$ cat config.mk
export PLATFORM = sky130hd
export DESIGN_NAME = alu_stream_issue
export DESIGN_NICKNAME = d
export VERILOG_FILES = /design/src/rtl/alu_stream_issue.sv
export SDC_FILE = /design/constraint.sdc
export NUM_CORES = 1
export LEC_CHECK = 0
export BUFFER_PORTS_ARGS = -buffer_cell sky130_fd_sc_hd__buf_4
export CAP_MARGIN = 20
export CORE_MARGIN = 2
export CORE_UTILIZATION = 46
export DETAILED_ROUTE_END_ITERATION = 7
export PLACE_DENSITY = 0.69
export SKIP_LAST_GASP = 1
export SYNTH_ARGS = -nofsm -noshare
export SYNTH_HDL_FRONTEND = slang
export SYNTH_SLANG_ARGS = --single-unit
export TNS_END_PERCENT = 10
$ cat constraint.sdc
create_clock -name aclk -period 3.5 [get_ports aclk]
set_input_delay 0.875 -clock aclk [delete_from_list [all_inputs] [get_ports aclk]]
set_output_delay 0.875 -clock aclk [all_outputs]
set_load 0.02 [all_outputs]
$ cat src/rtl/alu_stream_issue.sv
// Command/result streaming stage around the external slice ALU: registers accepted
// commands onto the ALU operand ports and queues RESULT/CMP in an in-order output FIFO.
module alu_stream_issue #(
   parameter int unsigned S     = 4,
   parameter int unsigned N_A   = 2,
   parameter int unsigned DEPTH = 4,
   parameter int unsigned CNT_W = 16
) (
   input  logic                 aclk,
   input  logic                 aresetn,
   input  logic                 s_axis_tvalid,
   output logic                 s_axis_tready,
   input  logic [2*S*N_A+2:0]   s_axis_tdata,
   output logic                 m_axis_tvalid,
   input  logic                 m_axis_tready,
   output logic [S*N_A+1:0]     m_axis_tdata,
   output logic [3:0]           m_axis_tuser,
   output logic [S*N_A-1:0]     alu_a,
   output logic [S*N_A-1:0]     alu_b,
   output logic [2:0]           alu_op,
   input  logic [S*N_A-1:0]     alu_result,
   input  logic [1:0]           alu_cmp,
   output logic [CNT_W-1:0]     done_cnt
);

   localparam int unsigned W     = S * N_A;
   localparam int unsigned PTR_W = $clog2(DEPTH);
   localparam int unsigned OCC_W = $clog2(DEPTH + 1) + 1;
   localparam logic [OCC_W-1:0] DEPTH_OCC = OCC_W'(DEPTH);

   typedef struct packed {
      logic [1:0]   cmp;
      logic [W-1:0] result;
      logic         err;
      logic [2:0]   op;
   } entry_t;

   entry_t           mem [DEPTH];
   entry_t           push_entry;
   entry_t           head;

   logic [PTR_W-1:0] wptr, wptr_nx;
   logic [PTR_W-1:0] rptr, rptr_nx;
   logic [OCC_W-1:0] count, count_nx;
   logic             issue_v, issue_v_nx;
   logic [W-1:0]     alu_a_nx, alu_b_nx;
   logic [2:0]       alu_op_nx;
   logic [CNT_W-1:0] done_cnt_nx;

   logic             issue_hs;
   logic             push;
   logic             pop;

   // Issue gating reserves a FIFO slot for the result still in the ALU stage.
   assign s_axis_tready = aresetn & ((count + OCC_W'(issue_v)) < DEPTH_OCC);
   assign issue_hs      = s_axis_tvalid & s_axis_tready;
   assign push          = issue_v;
   assign m_axis_tvalid = (count != '0);
   assign pop           = m_axis_tvalid & m_axis_tready;
   assign head          = mem[rptr];

   // Reserved opcodes (op[2]=1) report a fixed RESULT=0 / CMP=11 signature.
   always_comb begin
      push_entry.op     = alu_op;
      push_entry.err    = alu_op[2];
      push_entry.result = alu_result;
      push_entry.cmp    = alu_cmp;
      if (alu_op[2]) begin
         push_entry.result = '0;
         push_entry.cmp    = 2'b11;
      end
   end

   // Output reads zero whenever nothing is queued, so stale entries never show.
   always_comb begin
      m_axis_tdata = '0;
      m_axis_tuser = '0;
      if (m_axis_tvalid) begin
         m_axis_tdata = {head.cmp, head.result};
         m_axis_tuser = {head.err, head.op};
      end
   end

   always_comb begin
      alu_a_nx    = alu_a;
      alu_b_nx    = alu_b;
      alu_op_nx   = alu_op;
      issue_v_nx  = 1'b0;
      wptr_nx     = wptr;
      rptr_nx     = rptr;
      count_nx    = count;
      done_cnt_nx = done_cnt;

      if (issue_hs) begin
         alu_a_nx   = s_axis_tdata[W-1:0];
         alu_b_nx   = s_axis_tdata[2*W-1:W];
         alu_op_nx  = s_axis_tdata[2*W+2:2*W];
         issue_v_nx = 1'b1;
      end

      if (push) begin
         wptr_nx = wptr + PTR_W'(1);
      end

      if (pop) begin
         rptr_nx     = rptr + PTR_W'(1);
         done_cnt_nx = done_cnt + CNT_W'(1);
      end

      case ({push, pop})
         2'b10:   count_nx = count + OCC_W'(1);
         2'b01:   count_nx = count - OCC_W'(1);
         default: count_nx = count;
      endcase
   end

   always_ff @(posedge aclk) begin
      if (!aresetn) begin
         alu_a    <= '0;
         alu_b    <= '0;
         alu_op   <= '0;
         issue_v  <= 1'b0;
         wptr     <= '0;
         rptr     <= '0;
         count    <= '0;
         done_cnt <= '0;
      end else begin
         alu_a    <= alu_a_nx;
         alu_b    <= alu_b_nx;
         alu_op   <= alu_op_nx;
         issue_v  <= issue_v_nx;
         wptr     <= wptr_nx;
         rptr     <= rptr_nx;
         count    <= count_nx;
         done_cnt <= done_cnt_nx;
      end
   end

   // Storage needs no reset: pointers and count define which entries are live.
   always_ff @(posedge aclk) begin
      if (push) begin
         mem[wptr] <= push_entry;
      end
   end

endmodule
==> summary.md <==
| Metric | Value |
|---|---|
| Hold path cells | 2 |
| Clk_skew | 10.1 ps |
| Relative slew slack | 51.7% |
| Fin crit share | roughly 77% |
| Drt drc | 0 |
| Core area | 0.00868 mm^2 |
| Layout Nets | between 400 and 500 |
| Hold Crit Class | flop to flop |
| Vias | 2544 |
| Final Critical Period | 2700 ps |
| Die area | approximately 0.0097 mm^2 |
| Seq. cell area | 0.00248 mm^2 |
| Crit Path Class | flop to primary output |
| Critical Path RT | between 2000 and 3000 ps |
| Hold EP | done_cnt[15]$_SDFFE_PN0N_ |
| Min-delay src | done_cnt[15]$_SDFFE_PN0N_ |
| Starting Density | a little under half |
| Share of cells above drive strength 1 | 31.3% |
| Multi-input logic area | ~0.0015 mm^2 |
| H-tree levels | 3 |
| TritonCTS buffer count | 9 |
| Status | completed |
| Gr usage total | around 16% |
| P_leak | between 1.5 and 2 nW |
| DR WL/cell | approximately 15 um |
| VDD IR-drop max | between 0.3 and 0.4 mV |
| Diode count | 0 |
| Initial antenna violation count | 0 |
| Site row count | 34 |
| Crit start category | flop |
| Adder-cell share of the synthesized area | under 10% |
| Area contributors post-synth | edfxtp_1 38%, dfxtp_1 23%, mux4_2 7.2%, mux2i_1 6.6%, nor2_1 3.5% |
| Placed Cells | 488 |
| Share of the yosys chip area belonging to registers | between 60% and 70% |
| DP HPWL | roughly 5.0 mm |
| Pwr per Cell Area | ~650 mW/mm^2 |
| Reg2Reg Setup Slack | ~860 ps |
| Number of global-route vias before repair | 2522 |
| Yosys warnings | 0 |
| Most frequent cells in the layout | 87 x buf_4, 52 x edfxtp_1, 46 x dfxtp_1 |
| Wirelength, routed | between 7 and 8 mm |
| Cells along the critical path | mux4_2, and2b_1, buf_4 |
| Non-filler cells, final | ~500 |
| Crit path max fanout | 13 |
| Clk sinks | 98 |
| Iteration-0 DRC Markers | 67 |
| Most common cell after layout, fill and taps aside | buf_4 |
| CTS Root Buffer Type | clkbuf_8 |
| Synth Area in XOR/XNOR | roughly 3.4% |
| Syn_area_per_cell | between 10 and 15 um^2 |
| Synth Area in Compound Gates | 2.05% |
| Fmax achieved | 0.370 GHz |
| Chip width | 98.3 um |
| Post-CTS sizing | 0 |
| Chip Height | approximately 98 um |
| Layout Area Growth over Synthesis | 21.7% |
| Drt first pass iters | 4 |
| CP arrival | between 1500 and 2000 ps |
| Post-CTS Repair Setup Buffers | 0 |
| Clock transition at path regs | about 100 ps |
| Setup violations, final | 0 |
| Clock Path Buffers | 2 |
| Worst slew pin tran | 724 ps |
| Clock latency on the worst-skew pair | 360 ps |
| Hold_buf cts | 0 |
| Global route overflow | 0 |
| Top-area cell type share of the netlist area | about two fifths |
| Mapped cell area | between 0.004 and 0.005 mm^2 |
| I/O pins | 84 |
| Syn Nets | around 350 |
| Count of cell types in the netlist | 37 |
| Via density | 5.05 |
| R2R Path Start | count[1]$_SDFFE_PN0P_ |
| Slowest CP cell | dfxtp_1 |
| Yosys reg bits | 98 |
| Final Hold Fails | 0 |
| Simple-gate share of the synthesized area | between 10 and 15% |
| First-pass GRT wire length | approximately 12 mm |
| Antenna viol nets, final | 0 |
| Final RePlAce weighted congestion | about 0.8 |
| Post-Syn Instances | 311 |
| CTS tree | built |
| Cell type with the highest aggregate area in the netlist | edfxtp_1 |
| PortBufs | 83 |
| R2R cell count | 9 |
| Fillers | between 700 and 800 |
| Reg2reg end | count[2]$_SDFFE_PN0P_ |
| Hold_ws | 473 ps |
| Largest family of logic cells by synthesized area | simple AND/OR/NAND/NOR gates |
| MaxCap Viol Count | 0 |
| CP endpoint kind | primary output |
| Pin count of the biggest net entering global routing | 22 |
| Max Slew Vio Count | 0 |
| CP max stage delay | about 730 ps |
| RSZ-0062 raised after global routing | no |
| Total Neg Setup Slack | 0 ps |
| Multiplexer share of the synthesized area | roughly 14% |
==> flip-flops by register name (all words and copies together) (netlist names), named ones only <==
register  cells
rptr          2
done_cnt     16
wptr          2
alu_a         8
issue_v       1
count         4
alu_op        3
alu_b         8
mem          52
==> worst max-delay path by stage <==
| stage | startpoint | endpoint | slack [ps] | cells after the start |
|---|---|---|---|---|
| after floorplan | flop | m_axis_tuser[3] | 960 | 4 |
| after global placement | m_axis_tready | count[2]$_SDFFE_PN0P_ | 870 | 10 |
| after detailed placement | m_axis_tready | count[2]$_SDFFE_PN0P_ | 820 | 10 |
| after CTS | flop | m_axis_tuser[2] | 780 | 3 |
| after global routing | count[1]$_SDFFE_PN0P_ | count[2]$_SDFFE_PN0P_ | 650 | 9 |
| final | flop | m_axis_tuser[2] | 800 | 3 |
==> worst max-delay path: cells and delay by family, from the launching register on <==
family	cells	cell delay [ps]
flops	1	730
mux	1	400
simple gates	1	190
buf+inv	1	160
==> where the power goes <==
part / internal (mW) / leakage, nW / switching, mW / total (mW)
sequential: 1.33 / 0.850 / 0.106 / 1.43
clock: 0.270 / 0.0921 / 0.408 / 0.677
combinational: 0.542 / 0.997 / 0.589 / 1.13
total: 2.14 / 1.94 / 1.10 / 3.24
==> stage by stage <==
| stage | power (mW) | area (um^2) | worst slack, ps | utilization, % |
|---|---|---|---|---|
| global route | 3.43 | 4970 | 647 | 57.3 |
| detailed placement | 2.61 | 4790 | 820 | 55.2 |
| floorplan | 2.22 | 4090 | 962 | - |
| global placement | 2.59 | 4790 | 870 | 55.2 |
| finish | 3.24 | 4970 | 795 | 57.3 |
| CTS | 3.28 | 4970 | 777 | 57.3 |
==> cells by family after synthesis <==
logic type	Yosys count
compound gates	11
simple gates	114
buf+inv	24
flops	98
fa+ha+maj	8
xor+xnor	16
mux	40
==> per-layer routing <==
layer / track usage [%] / up-vias / routed length [um]
met5: 0 / - / 0
met4: 5.69 / 0 / 86
met3: 2.79 / 10 / 299
met2: 27.2 / 61 / 3720
met1: 20.7 / 1213 / 3330
li1: - / 1260 / -
==> cell type report <==
type                    count  area share [%]
flip-flops and latches     98            49.9
clock buffers               9            2.49
repair buffers             87            13.1
well taps                 108            2.72
clock inverters             7            1.18
multi-input cells         189            30.1
inverters                   6           0.453
==> synthesized netlist by cell type <==
library cell and instances:
mux2i_1 27, nand4_1 4, dfxtp_1 46, and2_1 6
o41ai_4 1, nand3_1 10, and4_1 1, buf_2 1
xor2_1 8, a21oi_1 4, o21ai_0 3, inv_2 1
nand4bb_1 1, edfxtp_1 52, and3_1 1, xnor2_1 8
o21ai_1 1, or2_2 2, nand2b_1 6, nor4_1 1
and2b_1 4, inv_1 5, nor3b_1 1, nor2b_1 17
mux4_2 13, or2_1 1, nor2_1 38, nand2_1 14
buf_6 1, clkbuf_1 9, o22ai_1 1, or3_1 2
nor4_2 2, nor3_1 3, ha_1 8, a32o_1 1
buf_4 7
Note: power is estimated with default switching activity, not from simulation.
